==> src/rtl/riscv_branch_pkg.sv <==
// Shared types and constants for the branch redirect path.
package riscv_branch_pkg;

    localparam int unsigned XLEN    = 64;
    localparam int unsigned FCNT_W  = 3;
    localparam logic [XLEN-1:0] PC_INCR = 64'd4;

    typedef enum logic {
        ST_RUN   = 1'b0,
        ST_FLUSH = 1'b1
    } br_state_e;

    // A fetch target is usable only when word aligned.
    function automatic logic is_aligned(input logic [XLEN-1:0] addr);
        return (addr[1:0] == 2'b00);
    endfunction

endpackage

==> src/rtl/branch_target_adder.sv <==
// Combinational branch/jump target: base + (imm << IMM_SHIFT), modulo 2^XLEN.
module branch_target_adder
    import riscv_branch_pkg::*;
#(
    parameter int unsigned IMM_SHIFT = 1
) (
    input  logic [XLEN-1:0] i_base,
    input  logic [XLEN-1:0] i_imm,
    output logic [XLEN-1:0] o_target
);

    logic [XLEN-1:0] w_imm_shifted;

    assign w_imm_shifted = i_imm << IMM_SHIFT;
    assign o_target      = i_base + w_imm_shifted;

endmodule

==> src/rtl/branch_redirect_unit.sv <==
// Owns the fetch PC: applies taken-branch redirects, sequences the post-redirect
// pipeline flush and keeps saturating branch statistics.
module branch_redirect_unit
    import riscv_branch_pkg::*;
#(
    parameter logic [63:0] RESET_PC     = 64'h0,
    parameter int unsigned IMM_SHIFT    = 1,
    parameter int unsigned FLUSH_CYCLES = 2,
    parameter int unsigned CNT_W        = 32
) (
    input  logic             clk,
    input  logic             reset,
    input  logic             stall,
    input  logic             branch_valid,
    input  logic             branch_taken,
    input  logic [XLEN-1:0]  branch_pc,
    input  logic [XLEN-1:0]  imm,
    output logic [XLEN-1:0]  pc_out,
    output logic             flush_if_id,
    output logic             flush_id_ex,
    output logic             redirect,
    output logic             misalign_err,
    output logic [CNT_W-1:0] branch_cnt,
    output logic [CNT_W-1:0] taken_cnt
);

    br_state_e         r_state;
    logic [FCNT_W-1:0] r_fcnt;
    logic [XLEN-1:0]   r_pc;
    logic              r_flush;
    logic              r_redirect;
    logic              r_misalign;
    logic [CNT_W-1:0]  r_branch_cnt;
    logic [CNT_W-1:0]  r_taken_cnt;

    logic [XLEN-1:0]   w_target;
    logic [XLEN-1:0]   w_seq_pc;
    logic              w_taken;
    logic              w_target_ok;

    branch_target_adder #(
        .IMM_SHIFT (IMM_SHIFT)
    ) u_target_adder (
        .i_base   (branch_pc),
        .i_imm    (imm),
        .o_target (w_target)
    );

    assign w_taken     = branch_valid & branch_taken;
    assign w_target_ok = is_aligned(w_target);
    // Stall holds the PC; otherwise advance one instruction (wraps at 2^64).
    assign w_seq_pc    = stall ? r_pc : (r_pc + PC_INCR);

    // Redirect/flush state machine, PC register and statistics.
    always_ff @(posedge clk) begin
        if (reset) begin
            r_state      <= ST_RUN;
            r_fcnt       <= '0;
            r_pc         <= RESET_PC;
            r_flush      <= 1'b0;
            r_redirect   <= 1'b0;
            r_misalign   <= 1'b0;
            r_branch_cnt <= '0;
            r_taken_cnt  <= '0;
        end else begin
            r_redirect <= 1'b0;
            case (r_state)
                ST_RUN: begin
                    if (branch_valid && (r_branch_cnt != {CNT_W{1'b1}})) begin
                        r_branch_cnt <= r_branch_cnt + CNT_W'(1);
                    end
                    if (w_taken && (r_taken_cnt != {CNT_W{1'b1}})) begin
                        r_taken_cnt <= r_taken_cnt + CNT_W'(1);
                    end
                    // A usable taken target beats the stall.
                    if (w_taken && w_target_ok) begin
                        r_pc       <= w_target;
                        r_redirect <= 1'b1;
                        r_flush    <= 1'b1;
                        r_fcnt     <= FCNT_W'(FLUSH_CYCLES);
                        r_state    <= ST_FLUSH;
                    end else begin
                        r_pc <= w_seq_pc;
                        if (w_taken) begin
                            r_misalign <= 1'b1;
                        end
                    end
                end
                ST_FLUSH: begin
                    // Wrong-path branches are ignored; stall does not extend the flush.
                    r_pc <= w_seq_pc;
                    if (r_fcnt <= FCNT_W'(1)) begin
                        r_fcnt  <= '0;
                        r_flush <= 1'b0;
                        r_state <= ST_RUN;
                    end else begin
                        r_fcnt <= r_fcnt - FCNT_W'(1);
                    end
                end
                default: begin
                    r_state <= ST_RUN;
                    r_flush <= 1'b0;
                    r_fcnt  <= '0;
                end
            endcase
        end
    end

    assign pc_out       = r_pc;
    assign flush_if_id  = r_flush;
    assign flush_id_ex  = r_flush;
    assign redirect     = r_redirect;
    assign misalign_err = r_misalign;
    assign branch_cnt   = r_branch_cnt;
    assign taken_cnt    = r_taken_cnt;

endmodule

==> config.mk <==
export PLATFORM = sky130hd
export DESIGN_NAME = branch_redirect_unit
export DESIGN_NICKNAME = d
export VERILOG_FILES = /design/src/rtl/riscv_branch_pkg.sv /design/src/rtl/branch_target_adder.sv /design/src/rtl/branch_redirect_unit.sv
export SDC_FILE = /design/constraint.sdc
export NUM_CORES = 1
export LEC_CHECK = 0
export ABC_CLOCK_PERIOD_IN_PS = 4600
export CORE_MARGIN = 10
export CORE_UTILIZATION = 40
export CTS_CLUSTER_SIZE = 16
export DETAILED_ROUTE_END_ITERATION = 12
export PLACE_DENSITY = 0.69
export SYNTH_ARGS = -nofsm -noshare
export SYNTH_HDL_FRONTEND = slang
export SYNTH_SLANG_ARGS = --single-unit
==> constraint.sdc <==
create_clock -name clk -period 4.6 [get_ports clk]
set_input_delay 1.15 -clock clk [delete_from_list [all_inputs] [get_ports clk]]
set_output_delay 1.15 -clock clk [all_outputs]
set_load 0.05 [all_outputs]
==> impl_metrics.csv <==
group,metric,value,unit
sta,setup_ws,339,ps
drt,route.detailed.drc,0,
finish,drive_gt1_frac,0.0540,
sta,final.min_clock_period,4260,ps
clock_network,clkSinkCount,135,
clock_network,cts_resized,0,
critical_path,regToRegStartpoint,"pc_out[12]",
critical_path,cp_max_fo,3,
finish,fin_util,0.550,
finish,nNetsFinal,1743,
logic_synthesis,netlist_top_cells_area,"dfxtp_1 27%, ha_1 8.3%, xnor2_1 7.5%, xor2_1 6.9%, nor2_1 6.3%",
floorplan,die_y,179,microns
critical_path,path_cells,"clkdlybuf4s50_1 > ha_1 > inv_1 > fa_1 > nor2b_1 > o31ai_1 > a21oi_1 > o2111ai_1 > buf_4 > a211oi_1 > buf_4 > o31ai_1 > a21oi_1 > a21oi_1 > xnor2_1 > o22ai_1",
clock_network,cts_root_buf,"clkbuf_16",
clock_network,ctsLongestPathBuffers,2,
pwr,clkPwrFrac,0.398,
floorplan,fp.dieW,179,microns
floorplan,ios,265,
hold_path,min_from,"misalign_err",
placed_design,gp_congestion,0.926,
drt,dr.first_iter.drc_count,611,
clock_network,cts_setup_buffers,0,
pwr,p_total,3.65,mW
critical_path,path_class,"in -> reg",
sta,hold_violations,0,
critical_path,cp_top_family,"compound AO/OA/AOI/OAI gates",
sta,slew_violations,0,
sta,tightestPinTransition,1040,ps
logic_synthesis,netlist_area,10100,sq um
logic_synthesis,synth.distinct_cells,78,
drt,vias,10100,
pwr,sequentialPowerShare,0.338,
logic_synthesis,ys_seq_area_frac,0.268,
critical_path,crit_top_cell,"a21oi_1",
sta,fin_skew,12.8,ps
pwr,swShare,0.304,
global_routing,antenna_found_initial,1,
critical_path,slowest_delay,510,ps
logic_synthesis,syn_area_per_cell,7.80,sq um
critical_path,start_kind,"input pin",
pwr,ir_worst_vdd,0.239,mV
placed_design,io_buffers,263,
sta,grt_setup_unrepaired,"false",
drt,firstDrtPassIters,5,
logic_synthesis,post-synth-top-count-cell,"nor2_1",
global_routing,grt_overflow_total,0,
critical_path,worst-path-buf-inv,4,
logic_synthesis,synth_area_leader_cell,"dfxtp_1",
critical_path,crit_required,4880,ps
clock_network,h-tree-depth,4,
logic_synthesis,synth_top_area_frac,0.268,
global_routing,gr-usage-all-layers,0.186,
pwr,power.density,266,nW/um^2
clock_network,path_clk_slew,60,ps
clock_network,cts_tree,"done",
placed_design,pre_cts_ws,-39.8,ps
hold_path,hp-class,"reg -> reg",
drt,postRouteAntennaNets,0,
sta,max_freq,0.235,GHz
floorplan,row_count,58,
run,maxCapViolCount,0,
global_routing,grt_pass1_wl,49000,microns
floorplan,core_area,25000,sq um
critical_path,end_kind,"flop",
floorplan,start_util,0.404,
run_status,status,"completed",
pwr,p_leak,5.21,nW
drt,drt-total-wl,31100,microns
clock_network,clkLatencyLatePin,420,ps
floorplan,dieArea,32000,sq um
placed_design,dp_hpwl,24800,microns
logic_synthesis,ys.flop_type,"dfxtp_1",
logic_synthesis,synthArstFlopShare,0,
critical_path,r2r_slack,1490,ps
finish,syn_to_final_growth,36.1,%
pwr,p_sw,1.11,mW
logic_synthesis,syn_inst,1293,
clock_network,cts_hold_buf,0,
global_routing,grt_max_degree,95,
logic_synthesis,syn_nets,1494,
critical_path,critical_path_arrival,4540,ps
sta,period_share,0.926,
critical_path,crit_slowest_cell,"o31ai_1",
drt,avgRoutedWirePerCell,16.5,microns
sta,final-setup-viol-count,0,
critical_path,startpoint,"branch_pc[1]",
logic_synthesis,synth_common_cells,"169 x nor2_1, 135 x dfxtp_1, 106 x nand2_1",
logic_synthesis,synth-seq-cells,135,
pwr,intPower,2.54,mW
drt,via_per_inst,5.36,
global_routing,grt_pass1_vias,9658,
pwr,p_comb_frac,0.264,
logic_synthesis,synth_edf_count,0,
logic_synthesis,ys_warn_count,0,
clock_network,numCtsBuffers,17,
sta,max_slew_margin,0.306,
worst reg2reg max path: stages (launching register included):
cell and delay, ps:
dfxtp_1 450, and4_1 310, nand4_2 230, or4_1 700
nor3_1 520, and3_1 280, nand3_1 100, xnor2_1 140
nor2_1 60, a311oi_1 240
power groups by stage:
stage / Combinational, mW / Clock (mW) / Sequential, mW
3_5_place_dp: 0.957 / 0 / 1.26
6_report: 0.965 / 1.45 / 1.24
2_1_floorplan: 0.533 / 0 / 1.35
5_1_grt: 1.05 / 1.54 / 1.24
4_1_cts: 0.963 / 1.49 / 1.24
3_3_place_gp: 0.954 / 0 / 1.26
flip-flops by register name, summed over array words and instances, names as in the netlist:
register / count
r_fcnt: 3
misalign_err: 1
taken_cnt: 32
flush_id_ex: 1
r_state: 1
redirect: 1
pc_out: 64
branch_cnt: 32
kinds of logic after synthesis:
group	share of synthesized area
buf+inv	0.0340
xor+xnor	0.144
fa+ha+maj	0.0851
flops	0.268
compound gates	0.213
mux	0.00397
simple gates	0.252
per-layer routing:
layer	wire length (microns)	global-route usage	part of all wire
met2	14500	0.309	0.47
met5	0	0	0
met1	14000	0.233	0.45
met3	2210	0.0518	0.071
met4	354	0.0437	0.011
final cells by class:
class                      count  area (sq um)
antenna                        1          2.50
sequential                   135          2700
timing repair buffer         288          2820
tap                          330           413
inverter                      30           113
multi-input combinational   1070          7050
fill                        2374         11200
clock buffer                  19           433
clock inverter                13           195
through the flow:
step | area, sq um | cells | TNS, ps | hold slack [ps]
2_1_floorplan | 10100 | 1293 | 0 | 458
3_3_place_gp | 13100 | 1853 | -29.5 | 436
3_5_place_dp | 13100 | 1853 | -39.8 | 444
4_1_cts | 13700 | 1885 | 0 | 450
5_1_grt | 13700 | 1886 | 0 | 492
6_report | 13700 | 1886 | 0 | 450
final timing paths:
path                  end  cells after the start
min reg2reg  misalign_err                      2
max            pc_out[61]                     16
min          misalign_err                      2
max reg2reg    pc_out[53]                      9
cell usage in the layout (no fill, tap or decap), types with 30 or more instances in the layout:
| master | instances |
|---|---|
| nand3_1 | 57 |
| xor2_1 | 80 |
| nand4_1 | 40 |
| nor2_1 | 169 |
| clkdlybuf4s50_1 | 262 |
| o21ai_0 | 45 |
| a211oi_1 | 52 |
| xnor2_1 | 86 |
| a21o_1 | 47 |
| ha_1 | 67 |
| inv_1 | 30 |
| dfxtp_1 | 135 |
| nand2_1 | 106 |
| a21oi_1 | 95 |
(Power assumes the default switching activity.)
